--- src/rtl/ex_mem_stage.sv ---
// EX->MEM pipeline register: carries writeback, HI/LO and load/store fields,
// loops multi-cycle arithmetic state back to execute while stalled, counts stall cycles.
module ex_mem_stage #(
  parameter int unsigned         DATA_W    = 32,
  parameter int unsigned         REGADDR_W = 5,
  parameter int unsigned         ALUOP_W   = 8,
  parameter int unsigned         CNT_W     = 2,
  parameter int unsigned         STALL_W   = 6,
  parameter int unsigned         STAGE_IDX = 3,
  parameter logic [ALUOP_W-1:0]  NOP_OP    = '0,
  parameter int unsigned         PERF_W    = 16
) (
  input  logic                  clk,
  input  logic                  rst,
  input  logic [STALL_W-1:0]    stall,
  input  logic                  flush,
  input  logic                  ex_valid,
  input  logic [REGADDR_W-1:0]  ex_wd,
  input  logic                  ex_wreg,
  input  logic [DATA_W-1:0]     ex_wdata,
  input  logic [DATA_W-1:0]     ex_hi,
  input  logic [DATA_W-1:0]     ex_lo,
  input  logic                  ex_whilo,
  input  logic [ALUOP_W-1:0]    ex_aluop,
  input  logic [DATA_W-1:0]     ex_mem_addr,
  input  logic [DATA_W-1:0]     ex_reg2,
  input  logic [2*DATA_W-1:0]   hilo_i,
  input  logic [CNT_W-1:0]      cnt_i,
  output logic                  mem_valid,
  output logic [REGADDR_W-1:0]  mem_wd,
  output logic                  mem_wreg,
  output logic [DATA_W-1:0]     mem_wdata,
  output logic [DATA_W-1:0]     mem_hi,
  output logic [DATA_W-1:0]     mem_lo,
  output logic                  mem_whilo,
  output logic [ALUOP_W-1:0]    mem_aluop,
  output logic [DATA_W-1:0]     mem_mem_addr,
  output logic [DATA_W-1:0]     mem_reg2,
  output logic [2*DATA_W-1:0]   hilo_o,
  output logic [CNT_W-1:0]      cnt_o,
  output logic [PERF_W-1:0]     stall_cycles
);

  typedef struct packed {
    logic                 valid;
    logic [REGADDR_W-1:0] wd;
    logic                 wreg;
    logic [DATA_W-1:0]    wdata;
    logic [DATA_W-1:0]    hi;
    logic [DATA_W-1:0]    lo;
    logic                 whilo;
    logic [ALUOP_W-1:0]   aluop;
    logic [DATA_W-1:0]    mem_addr;
    logic [DATA_W-1:0]    reg2;
  } stage_t;

  stage_t              stage_q, stage_d, bubble_c, ex_c;
  logic [2*DATA_W-1:0] hilo_q, hilo_d;
  logic [CNT_W-1:0]    cnt_q, cnt_d;
  logic [PERF_W-1:0]   perf_q, perf_d;
  logic                s_stall, d_stall;
  logic                unused_stall;

  assign s_stall      = stall[STAGE_IDX];
  assign d_stall      = stall[STAGE_IDX+1];
  assign unused_stall = ^stall;

  always_comb begin
    bubble_c       = '0;
    bubble_c.aluop = NOP_OP;
  end

  // Write enables are qualified by valid so an invalid entry never writes downstream.
  always_comb begin
    ex_c.valid    = ex_valid;
    ex_c.wd       = ex_wd;
    ex_c.wreg     = ex_wreg & ex_valid;
    ex_c.wdata    = ex_wdata;
    ex_c.hi       = ex_hi;
    ex_c.lo       = ex_lo;
    ex_c.whilo    = ex_whilo & ex_valid;
    ex_c.aluop    = ex_aluop;
    ex_c.mem_addr = ex_mem_addr;
    ex_c.reg2     = ex_reg2;
  end

  always_comb begin
    stage_d = stage_q;
    hilo_d  = hilo_q;
    cnt_d   = cnt_q;
    perf_d  = perf_q;
    if (rst) begin
      stage_d = bubble_c;
      hilo_d  = '0;
      cnt_d   = '0;
      perf_d  = '0;
    end else begin
      // Counter runs on every stalled edge, flush included, and sticks at all-ones.
      if (s_stall && (perf_q != '1)) perf_d = perf_q + PERF_W'(1);
      if (flush) begin
        stage_d = bubble_c;
        hilo_d  = '0;
        cnt_d   = '0;
      end else if (s_stall && !d_stall) begin
        stage_d = bubble_c;
        hilo_d  = hilo_i;
        cnt_d   = cnt_i;
      end else if (!s_stall) begin
        stage_d = ex_c;
        hilo_d  = '0;
        cnt_d   = '0;
      end else begin
        hilo_d  = hilo_i;
        cnt_d   = cnt_i;
      end
    end
  end

  always_ff @(posedge clk) begin
    stage_q <= stage_d;
    hilo_q  <= hilo_d;
    cnt_q   <= cnt_d;
    perf_q  <= perf_d;
  end

  assign mem_valid    = stage_q.valid;
  assign mem_wd       = stage_q.wd;
  assign mem_wreg     = stage_q.wreg;
  assign mem_wdata    = stage_q.wdata;
  assign mem_hi       = stage_q.hi;
  assign mem_lo       = stage_q.lo;
  assign mem_whilo    = stage_q.whilo;
  assign mem_aluop    = stage_q.aluop;
  assign mem_mem_addr = stage_q.mem_addr;
  assign mem_reg2     = stage_q.reg2;
  assign hilo_o       = hilo_q;
  assign cnt_o        = cnt_q;
  assign stall_cycles = perf_q;

endmodule

--- config.mk ---
export PLATFORM = sky130hd
export DESIGN_NAME = ex_mem_stage
export DESIGN_NICKNAME = d
export VERILOG_FILES = /design/src/rtl/ex_mem_stage.sv
export SDC_FILE = /design/constraint.sdc
export NUM_CORES = 1
export LEC_CHECK = 0
export ABC_AREA = 1
export CAP_MARGIN = 0
export CELL_PAD_IN_SITES_DETAIL_PLACEMENT = 1
export CELL_PAD_IN_SITES_GLOBAL_PLACEMENT = 1
export CORE_AREA = 2 2 198 200
export DETAILED_ROUTE_END_ITERATION = 10
export DIE_AREA = 0 0 200 202
export GPL_ROUTABILITY_DRIVEN = 0
export PLACE_DENSITY_LB_ADDON = 0.15
export SLEW_MARGIN = 15
export SYNTH_ARGS = -nofsm -noshare
export SYNTH_HDL_FRONTEND = slang
export SYNTH_SLANG_ARGS = --single-unit
--- constraint.sdc ---
create_clock -name clk -period 3.56 [get_ports clk]
set_input_delay 0.534 -clock clk [delete_from_list [all_inputs] [get_ports clk]]
set_output_delay 0.534 -clock clk [all_outputs]
set_load 0.02 [all_outputs]
# Yosys cells after proc, flatten, opt, wreduce, memory -nomap -nowiden
# Index checks and enable logic that the tools add are counted.
# word_totals
n_memories	0
latch_bits	0
ff_bits	258
ramBits	0
word_cells	26
mem_bits_ro	0
out_inout_bits	258
# classes
n_addsub	1
eq_ne	1
order_cmp	0
n_reduce_logical	5
mux	4
n_bitwise	2
n_mul	0
n_shift	0
div	0
# op_table
op	count
64-bit 2-to-1 mux	2
16-bit by 1-bit adder with 16-bit output (second input constant)	1
16-bit != test (second input constant)	1
2-bit 2-to-1 mux	2
3-bit OR reduction	1
1-bit AND	2
1-bit logical AND	2
2-bit OR reduction	1
1-bit zero test	1

# Depth between registers and ports, before layout
# depth
ltp_word	3
ltp_mapped	9
ltp_nobuf	9

# Worst setup path after synthesis
# Ideal clock, no wire load.
# synth_path
kind	reg-to-reg
startpoint	reg perf_q[0], in the netlist stall_cycles[0]
endpoint	reg perf_q[10], in the netlist stall_cycles[10]
setup_ns	0.115
arrival_time_ns	1.329
path_slack_ns	2.116
path_stages_with_launch	8
synth_period_minus_slack_ns	1.444
path_buffers	1
cell_sequence	dfxtp_1 ha_1 inv_1 nor2_2 nand4_2 buf_2 a21oi_1 nor2_1
# synth_via
elab_chain_cells	2
# synth_lines
item	line_no	source
start, declared	60	logic [PERF_W-1:0] perf_q, perf_d;
start signal, assigned	123	perf_q <= perf_d;
parallel branches: the longest is 2 deep, another holds 16-bit by 1-bit adder with 16-bit output	n/a	
# Parallel ways; which one is timed is not known.
# A chain may end at the register's enable or synchronous reset.

# Worst setup path in the final report
# layout_path
startpoint	reg perf_q[3], in the netlist stall_cycles[3]
endpoint	out stall_cycles[3]
# layout_lines
item	line_no	source
end, declared	41	output logic [PERF_W-1:0] stall_cycles
# No word-level cell between the ends.

==> impl_results.md <==
* Crit-path max FO at 5
* Commonest non-fill, non-tap cell in the layout: clkdlybuf4s50_1
* Most frequent cells in the layout: clkdlybuf4s50_1 (503), nand2_1 (396), dfxtp_1 (258)
* Final ANT Viol Nets at 0
* Worst-Margin Slew at 0.795 ns
* Peak supply drop at 0.364 mV
* Max_slew headroom at 47.0%
* Delay-heaviest family, CP: buffers and inverters
* Initial antenna violation count at 9
* Terminus of the critical flop-to-flop path: stall_cycles[3]
* Synth area leaders: dfxtp_1 (58%), nand2_1 (17%), a21oi_1 (11%)
* CP Capture Type: primary output
* Fin. Hold Viols at 0
* Max-cap viol count at 0
* CTS Buf Count at 30
* Max Clock Skew at 0.0125 ns
* Worst Path Arrival at 1.67 ns
* DIE HEIGHT at 202 um
* Combinational Power Share at 11.1%
* Cell count after synthesis at 1125
* Layout cell share with drive strength beyond 1 at 4.37%
* Vias per cell at 4.17
* Psw at 1.65 mW
* Ys Warns at 0
* Placed cells at 2087
* Peak Freq at 0.453 GHz
* Final setup viols at 0
* Syn Nets at 1377
* R2R cell count at 6
* Clock Tree Buf Depth at 3
* Setup TNS Final at 0 ns
* Seq cells post-synth at 258
* P_int at 5.36 mW
* Vias post-DR at 8956
* Peak per-stage delay on the critical path at 0.68 ns
* Register area share after synthesis at 58.5%
* Routed length per instance at 17.1 um
* Input/output buffers at 504
* Rows at 72
* H-tree depth at 1
* Data required time of the critical path at 3.03 ns
* Synth-to-Final Area Change at 73.6%
* 1st-pass router iterations at 4
* Reg-to-reg startpoint: stall_cycles[0]
* Power, Total at 7.01 mW
* DRT Wirelength at 36800 um
* Clock-pin slew on the worst setup and hold paths at 0.06 ns
* Synth top area share at 58.5%
* Status: completed
* Hold EP: mem_wdata[30]
* Full die area at 0.0404 mm^2
* Clock Tree Root: clkbuf_16
* Syn Std Cell Area at 0.00884 mm^2
* DIE WIDTH at 200 um
* Num ports at 509
* CTS sink cnt at 258
* Initial Util at 23.1%
* PostCTS Resize Cnt at 0
* Net Sw Frac at 23.6%
* Final worst path period share at 62.0%
* WHS Path Cells at 3
* HPWL Detailed at 26800 um
* Number of global-route vias before repair at 9025
* DRC at 0
* Setup CP Type: reg2out
* Final Non-Filler Cells at 2148
* Hold path start: stall[3]
* Final Slew Violations at 0
* CTS tree: yes
* Pwr/cell area at 457 mW/mm^2
* Pin count of the biggest net entering global routing at 90
* Sequential power share at 42.8%
* Crit path buffers/inverters at 1
* Skew-Pair Late Insertion Delay at 0.57 ns
* Reg2Reg Setup Slack at 1.80 ns
* Clock power share at 46.1%
* Setup Buffers After CTS at 0
* Distinct cells, synth at 18
* Crit path launch type: register
* Hold WC Path Type: in2reg
* Worst path slowest cell: clkdlybuf4s50_1
* Cell accounting for the most synthesized area: dfxtp_1
* Overall routing resource usage at 17.3%
* Critical Path, Cell by Cell: clkdlybuf4s50_1
* Core Box Area at 0.0383 mm^2
* CTS Hold Bufs at 0
* RSZ-0062 raised after global routing: no
* Leakage power at 5.91 nW
* First-pass GRT wire length at 53500 um
* Syn_area_per_cell at 7.85 um^2
* Initial detailed-routing violation count at 282
* GRT overflow at 0
* Fin crit period at 2.21 ns
* Fin nets at 1853
## cells in the mapped netlist, drive strengths merged
master and number:
nor3 3, buf 59, dfxtp 258, inv 82, nand2 400, nor2 111, clkbuf 9, nand4 1
ha 1, a21oi 186, o21ai 1, nand3 14
## worst max-delay path by stage
stage,from,to,slack [ns],depth (start not counted)
CTS,stall_cycles[3],stall_cycles[3],1.30,1
global placement,stall[3],mem_reg2[10],1.41,5
global route,stall_cycles[3],stall_cycles[3],1.27,1
detailed placement,stall[3],mem_lo[17],1.39,5
finish,stall_cycles[3],stall_cycles[3],1.35,1
floorplan,stall_cycles[0],stall_cycles[10],2.12,7
## area by class of cell
cell class	count	area, um^2
clock inverters	9	131
clock buffers	47	915
well taps	518	648
diodes	5	12.5
flip-flops and latches	258	5160
fillers	4499	22900
multi-input cells	717	3010
inverters	82	313
repair buffers	512	5140
## logic make-up after synthesis
kind of cell	count (synthesis)	synth area share, %
and+or+nand+nor	529	23.2
AOI/OAI and AO/OA	187	10.7
DFF	258	58.5
adders and majority gates	1	0.142
buffers and inverters	150	7.50
## power groups by stage
stage	clock [mW]	sequential (mW)	combinational, mW
2_1_floorplan	0	3.15	0.205
5_1_grt	3.46	3.00	0.846
6_report	3.23	3.00	0.780
4_1_cts	3.36	3.00	0.795
3_5_place_dp	0	3.06	0.791
3_3_place_gp	0	3.06	0.783
## sequential cells by signal (all words and copies together) (netlist names)
signal and count:
mem_mem_addr 32, mem_aluop 8, mem_wreg 1, mem_wdata 32, mem_wd 5, stall_cycles 16
mem_hi 32, mem_valid 1, mem_reg2 32, mem_lo 32, cnt_o 2, mem_whilo 1
hilo_o 64
## through the flow
| step | area, um^2 | hold WS [ns] | utilization, % | setup slack (ns) |
|---|---|---|---|---|
| after floorplan | 8840 | 0.533 | - | 2.12 |
| after global placement | 14300 | 0.450 | 37.3 | 1.41 |
| after detailed placement | 14300 | 0.454 | 37.3 | 1.39 |
| after CTS | 15300 | 0.411 | 40.0 | 1.30 |
| after global routing | 15300 | 0.446 | 40.0 | 1.27 |
| final | 15300 | 0.417 | 40.1 | 1.35 |
## routing by layer
layer	GRT usage [%]	wire, um	up-vias
li1	-	-	4442
met1	18.4	13900	4153
met2	30.8	18000	289
met3	7.11	3810	64
met4	5.69	963	8
met5	0	52	-
Power figures use the tool's default switching activity.
